**src/rtl/key_debouncer_pkg.sv**
```systemverilog
// Shared constants, FSM state encoding and helpers for the push-button debouncer.
package key_debouncer_pkg;

  localparam int unsigned KEY_NKEYS_DEFAULT       = 4;
  localparam int unsigned KEY_DEBOUNCE_10MS_50MHZ = 500000;
  localparam int unsigned KEY_DEBOUNCE_SIM        = 8;

  typedef enum logic {
    ST_STABLE = 1'b0,
    ST_COUNT  = 1'b1
  } key_state_e;

  // Pad level seen while a key is not pressed.
  function automatic logic release_level(input bit active_low);
    return active_low;
  endfunction

endpackage

```
**src/rtl/key_debounce_cell.sv**
```systemverilog
// One key: 2-FF synchronizer, stability counter and STABLE/COUNT FSM.
// Drives the committed level and a combinational commit strobe.
module key_debounce_cell
  import key_debouncer_pkg::*;
#(
  parameter int unsigned DEBOUNCE_CYCLES = KEY_DEBOUNCE_10MS_50MHZ,
  parameter bit          ACTIVE_LOW      = 1'b1
) (
  input  logic CLK,
  input  logic RESET,
  input  logic key_raw,
  output logic key,
  output logic commit_c
);

  localparam int unsigned CNT_W = (DEBOUNCE_CYCLES >= 2) ? $clog2(DEBOUNCE_CYCLES) : 1;
  localparam logic [CNT_W-1:0] CNT_LAST = CNT_W'(DEBOUNCE_CYCLES - 1);
  localparam logic REL_LEVEL = release_level(ACTIVE_LOW);

  logic             s1;
  logic             s2;
  logic             lvl;
  key_state_e       state;
  key_state_e       state_next;
  logic [CNT_W-1:0] cnt;
  logic [CNT_W-1:0] cnt_next;
  logic             key_next;

  always_ff @(posedge CLK or posedge RESET) begin
    if (RESET) begin
      s1    <= REL_LEVEL;
      s2    <= REL_LEVEL;
      state <= ST_STABLE;
      cnt   <= '0;
      key   <= 1'b0;
    end else begin
      s1    <= key_raw;
      s2    <= s1;
      state <= state_next;
      cnt   <= cnt_next;
      key   <= key_next;
    end
  end

  assign lvl = s2 ^ ACTIVE_LOW;

  // A new level must differ from the committed one for DEBOUNCE_CYCLES samples in a row.
  always_comb begin
    state_next = state;
    cnt_next   = cnt;
    key_next   = key;
    commit_c   = 1'b0;
    case (state)
      ST_STABLE: begin
        if (lvl != key) begin
          state_next = ST_COUNT;
          cnt_next   = CNT_W'(1);
        end
      end
      ST_COUNT: begin
        if (lvl == key) begin
          state_next = ST_STABLE;
          cnt_next   = '0;
        end else if (cnt == CNT_LAST) begin
          state_next = ST_STABLE;
          cnt_next   = '0;
          key_next   = lvl;
          commit_c   = 1'b1;
        end else begin
          cnt_next = cnt + CNT_W'(1);
        end
      end
    endcase
  end

endmodule

```
**src/rtl/key_debouncer.sv**
```systemverilog
// Debounces NKEYS raw push-buttons into a glitch-free KEY vector with a change pulse.
// Define KEY_DEBOUNCER_PRESS_EN to generate per-key press pulses on PRESS.
module key_debouncer
  import key_debouncer_pkg::*;
#(
  parameter int unsigned NKEYS           = KEY_NKEYS_DEFAULT,
  parameter int unsigned DEBOUNCE_CYCLES = KEY_DEBOUNCE_10MS_50MHZ,
  parameter bit          ACTIVE_LOW      = 1'b1
) (
  input  logic             CLK,
  input  logic             RESET,
  input  logic [NKEYS-1:0] KEY_RAW,
  output logic [NKEYS-1:0] KEY,
  output logic             KEY_CHG,
  output logic [NKEYS-1:0] PRESS
);

  if (DEBOUNCE_CYCLES < 2) begin : g_param_check
    $error("key_debouncer: DEBOUNCE_CYCLES must be >= 2");
  end

  logic [NKEYS-1:0] commit_c;

  for (genvar g = 0; g < NKEYS; g++) begin : g_cell
    key_debounce_cell #(
      .DEBOUNCE_CYCLES(DEBOUNCE_CYCLES),
      .ACTIVE_LOW     (ACTIVE_LOW)
    ) u_cell (
      .CLK     (CLK),
      .RESET   (RESET),
      .key_raw (KEY_RAW[g]),
      .key     (KEY[g]),
      .commit_c(commit_c[g])
    );
  end

  // Simultaneous commits collapse into a single change pulse.
  always_ff @(posedge CLK or posedge RESET) begin
    if (RESET) begin
      KEY_CHG <= 1'b0;
    end else begin
      KEY_CHG <= |commit_c;
    end
  end

`ifdef KEY_DEBOUNCER_PRESS_EN
  logic [NKEYS-1:0] press_c;

  // A commit on a key currently at 0 is a 0->1 transition.
  assign press_c = commit_c & ~KEY;

  always_ff @(posedge CLK or posedge RESET) begin
    if (RESET) begin
      PRESS <= '0;
    end else begin
      PRESS <= press_c;
    end
  end
`else
  assign PRESS = '0;
`endif

endmodule

```
**config.mk**
```make
export PLATFORM = sky130hd
export DESIGN_NAME = key_debouncer
export DESIGN_NICKNAME = d
export VERILOG_FILES = /design/src/rtl/key_debouncer_pkg.sv /design/src/rtl/key_debounce_cell.sv /design/src/rtl/key_debouncer.sv
export SDC_FILE = /design/constraint.sdc
export NUM_CORES = 1
export LEC_CHECK = 0
export ABC_AREA = 1
export CAP_MARGIN = 25
export CORE_ASPECT_RATIO = 1.2
export CORE_MARGIN = 4
export CORE_UTILIZATION = 45
export CTS_BUF_LIST = sky130_fd_sc_hd__clkbuf_2
export CTS_CLUSTER_SIZE = 16
export DETAILED_ROUTE_END_ITERATION = 7
export PLACE_DENSITY = 0.62
export SETUP_SLACK_MARGIN = 0.4
export SYNTH_ARGS = -nofsm -noshare
export SYNTH_HDL_FRONTEND = slang
export SYNTH_HIERARCHICAL = 1
export SYNTH_SLANG_ARGS = --single-unit
```
**constraint.sdc**
```tcl
create_clock -name CLK -period 1.76 [get_ports CLK]
set_input_delay 0.352 -clock CLK [delete_from_list [all_inputs] [get_ports CLK]]
set_output_delay 0.352 -clock CLK [all_outputs]
set_load 0.05 [all_outputs]
```
==> impl_metrics.py <==
metrics = {
    "detailed_routing": {
        "post_drt_wl_per_cell_um": 14.8,
        "drc": 0,
        "ant_nets": 0,
        "wl_um": 15400,
        "vias": 5617,
        "drt_iter0_drc": 335,
        "dr.pass1.iters": 7,
        "viasPerCell": 5.37,
    },
    "setup_path": {
        "critPathBufInv": 1,
        "slowest_stage": "dfrtp_2",
        "crit_required_ns": 1.41,
        "startpoint_type": "flop",
        "path_class": "flop to output pin",
        "max_stage_delay_ns": 0.47,
        "crit_start": "g_cell[2].u_cell/key",
        "cp.arrival_ns": 1.24,
        "regToRegStartpoint": "g_cell[0].u_cell/cnt[0]",
        "crit_chain": "buf_6",
        "critPathCaptureType": "output pin",
        "path_delay_family": "flip-flops",
        "path_max_fanout": 2,
    },
    "cts": {
        "clock_sinks": 93,
        "numCtsBuffers": 9,
        "clk_latency_ns": 0.61,
        "path_clk_slew_ns": 0.26,
        "cts-root-buf": "clkbuf_2",
        "htree_levels": 3,
        "cts_buffer_depth": 2,
        "tritoncts": "done",
    },
    "timing": {
        "setup_tns_ns": 0,
        "grt_setup_unrepaired": "true",
        "setup_viol": 0,
        "final-hold-violation-count": 0,
        "max_freq_mhz": 626,
        "timing.final.crit_share_pct": 90.7,
        "finClkSkew_ns": 0.0492,
        "min_period_ns": 1.60,
        "drv_slew": 0,
        "whs_ns": 0.0986,
    },
    "synthesis": {
        "ys_top_cells_by_area": "dfrtp_1 36%, nand2_1 15%, nor2_1 5.5%",
        "synth_cell_types": 28,
        "syn_area_mm2": 0.00584,
        "yosysWarnings": 6,
        "synth-edff-count": 0,
        "synth_area_leader_cell": "dfrtp_1",
        "yosys_register_bits": 93,
        "yosysTopAreaCellShare_pct": 36.4,
        "seq_area_frac_synth_pct": 40.0,
        "yosys-top-cells-count": "233 x nand2_1, 86 x nor2_1, 85 x dfrtp_1, 77 x inv_1, 64 x nand3_1",
        "synth.most_common_cell": "nand2_1",
        "netlist_instances": 806,
        "async_reset_ff_share_pct": 100,
        "synth.avg_cell_area_um2": 7.24,
        "ys.flop_type": "dfrtp_1",
    },
    "final_layout": {
        "drive_gt1_share_pct": 38.5,
        "diodes": 0,
        "fillers": 1016,
        "syn_to_final_growth_pct": 31.8,
        "final_nets": 887,
    },
    "floorplan": {
        "start_util_pct": 46.1,
        "core_area_mm2": 0.0127,
        "die_width_um": 112,
        "dieArea_mm2": 0.0149,
        "boundaryPins": 15,
        "row_count": 45,
        "dieHeight_um": 133,
    },
    "worst_hold_path": {
        "min_path_type": "input port to flop",
        "min-delay-start": "KEY_RAW[2]",
    },
    "place": {
        "io_buffers": 10,
        "gp_congestion": 0.930,
        "dp_hpwl_um": 9240,
    },
    "global_route": {
        "grt_use_total_pct": 20.2,
        "grt_max_degree": 24,
        "grt_pass1_vias": 5285,
        "globalRouteOverflowTotal": 0,
        "grt_pass1_wl_um": 25000,
        "antenna_found_initial": 0,
    },
    "power": {
        "peakVddDrop_mv": 0.375,
        "powerDensity_mw_per_mm2": 543,
        "p_total_mw": 4.18,
        "p_leak_nw": 3.34,
    },
    "status": {
        "status": "finished, final reports clean",
    },
    "run": {
        "cap_violations": 0,
    },
}
[what timing repair did]
action	CTS	global route
endpoints found under the setup margin	85	89
hold buffers	1	0
resized for setup	153	97
cloned	5	0
pin swaps	44	36
setup buffers	42	18
endpoints found under the hold margin	1	0
[cell type report]
cell class                 count  area [um2]  share of cell area (%)
clock buffer                  10        50.0                   0.650
timing repair buffer          82         779                    10.1
multi-input combinational    587        3810                    49.5
tap                          164         205                    2.67
clock inverter                 6        37.5                   0.488
timing repair inverter         3        22.5                   0.293
sequential                    93        2360                    30.6
inverter                     101         437                    5.67
[worst paths after layout]
| kind | to | slack [ns] | cells past startpoint |
|---|---|---|---|
| min in group asynchronous | KEY_CHG | 0.55 | 3 |
| hold / removal | g_cell[2].u_cell/s1 | 0.1 | 1 |
| hold reg to reg | g_cell[1].u_cell/s2 | 0.37 | 0 |
| max in group asynchronous | g_cell[0].u_cell/s2 | 0.65 | 4 |
| setup / recovery | KEY[2] | 0.16 | 1 |
| setup reg to reg | g_cell[0].u_cell/cnt[7] | 0.20 | 9 |
[cells by family (layout without fill, tap and decap cells)]
family | after synthesis | after routing | synth area share [%]
and+or+nand+nor | 483 | 483 | 37.8
buffers and inverters | 129 | 202 | 9.92
adders and majority gates | 4 | 4 | 0.857
xor gates and xnor gates | 28 | 28 | 4.20
AOI/OAI and AO/OA | 68 | 68 | 7.11
other | 1 | 4 | 0.0642
DFF | 93 | 93 | 40.0
[placed cells by master, fill, tap and decap left out, types with 22 or more instances in the layout]
cell type,instances
dfrtp_1,68
nand2_1,211
nor2_4,26
o21ai_2,22
buf_4,51
nand2_2,24
nand3_1,30
nand3_2,35
nor2_2,27
inv_1,73
xor2_1,23
nand4_1,28
nor2_1,65
[per-stage QoR]
step	std cells	instance area (um2)	setup slack, ns	util (%)
3_3_place_gp	964	6020	0.157	47.5
5_1_grt	1046	7700	0.0671	60.8
6_report	1046	7700	0.164	60.8
3_5_place_dp	964	6020	0.143	47.5
4_1_cts	1028	7170	0.105	56.6
2_1_floorplan	809	5860	0.405	-
[power breakdown]
part / internal [mW] / total, mW / switching, mW
registers: 2.23 / 2.33 / 0.101
clock network: 0.189 / 0.949 / 0.759
logic: 0.370 / 0.904 / 0.533
[routing by layer]
layer	share of wire, %	track usage (%)	up-vias
li1	-	-	2705
met1	42	25.3	2733
met2	53	35.0	140
met3	3.2	2.70	39
met4	2.8	8.82	0
met5	0	0	-
[flip-flops by register name, summed over array words and instances, names as in the netlist]
name	cells
g_cell.u_cell/s2	4
KEY_CHG	1
g_cell.u_cell/cnt	76
g_cell.u_cell/key	4
g_cell.u_cell/s1	4
g_cell.u_cell/state	4
Power figures use the tool's default switching activity.
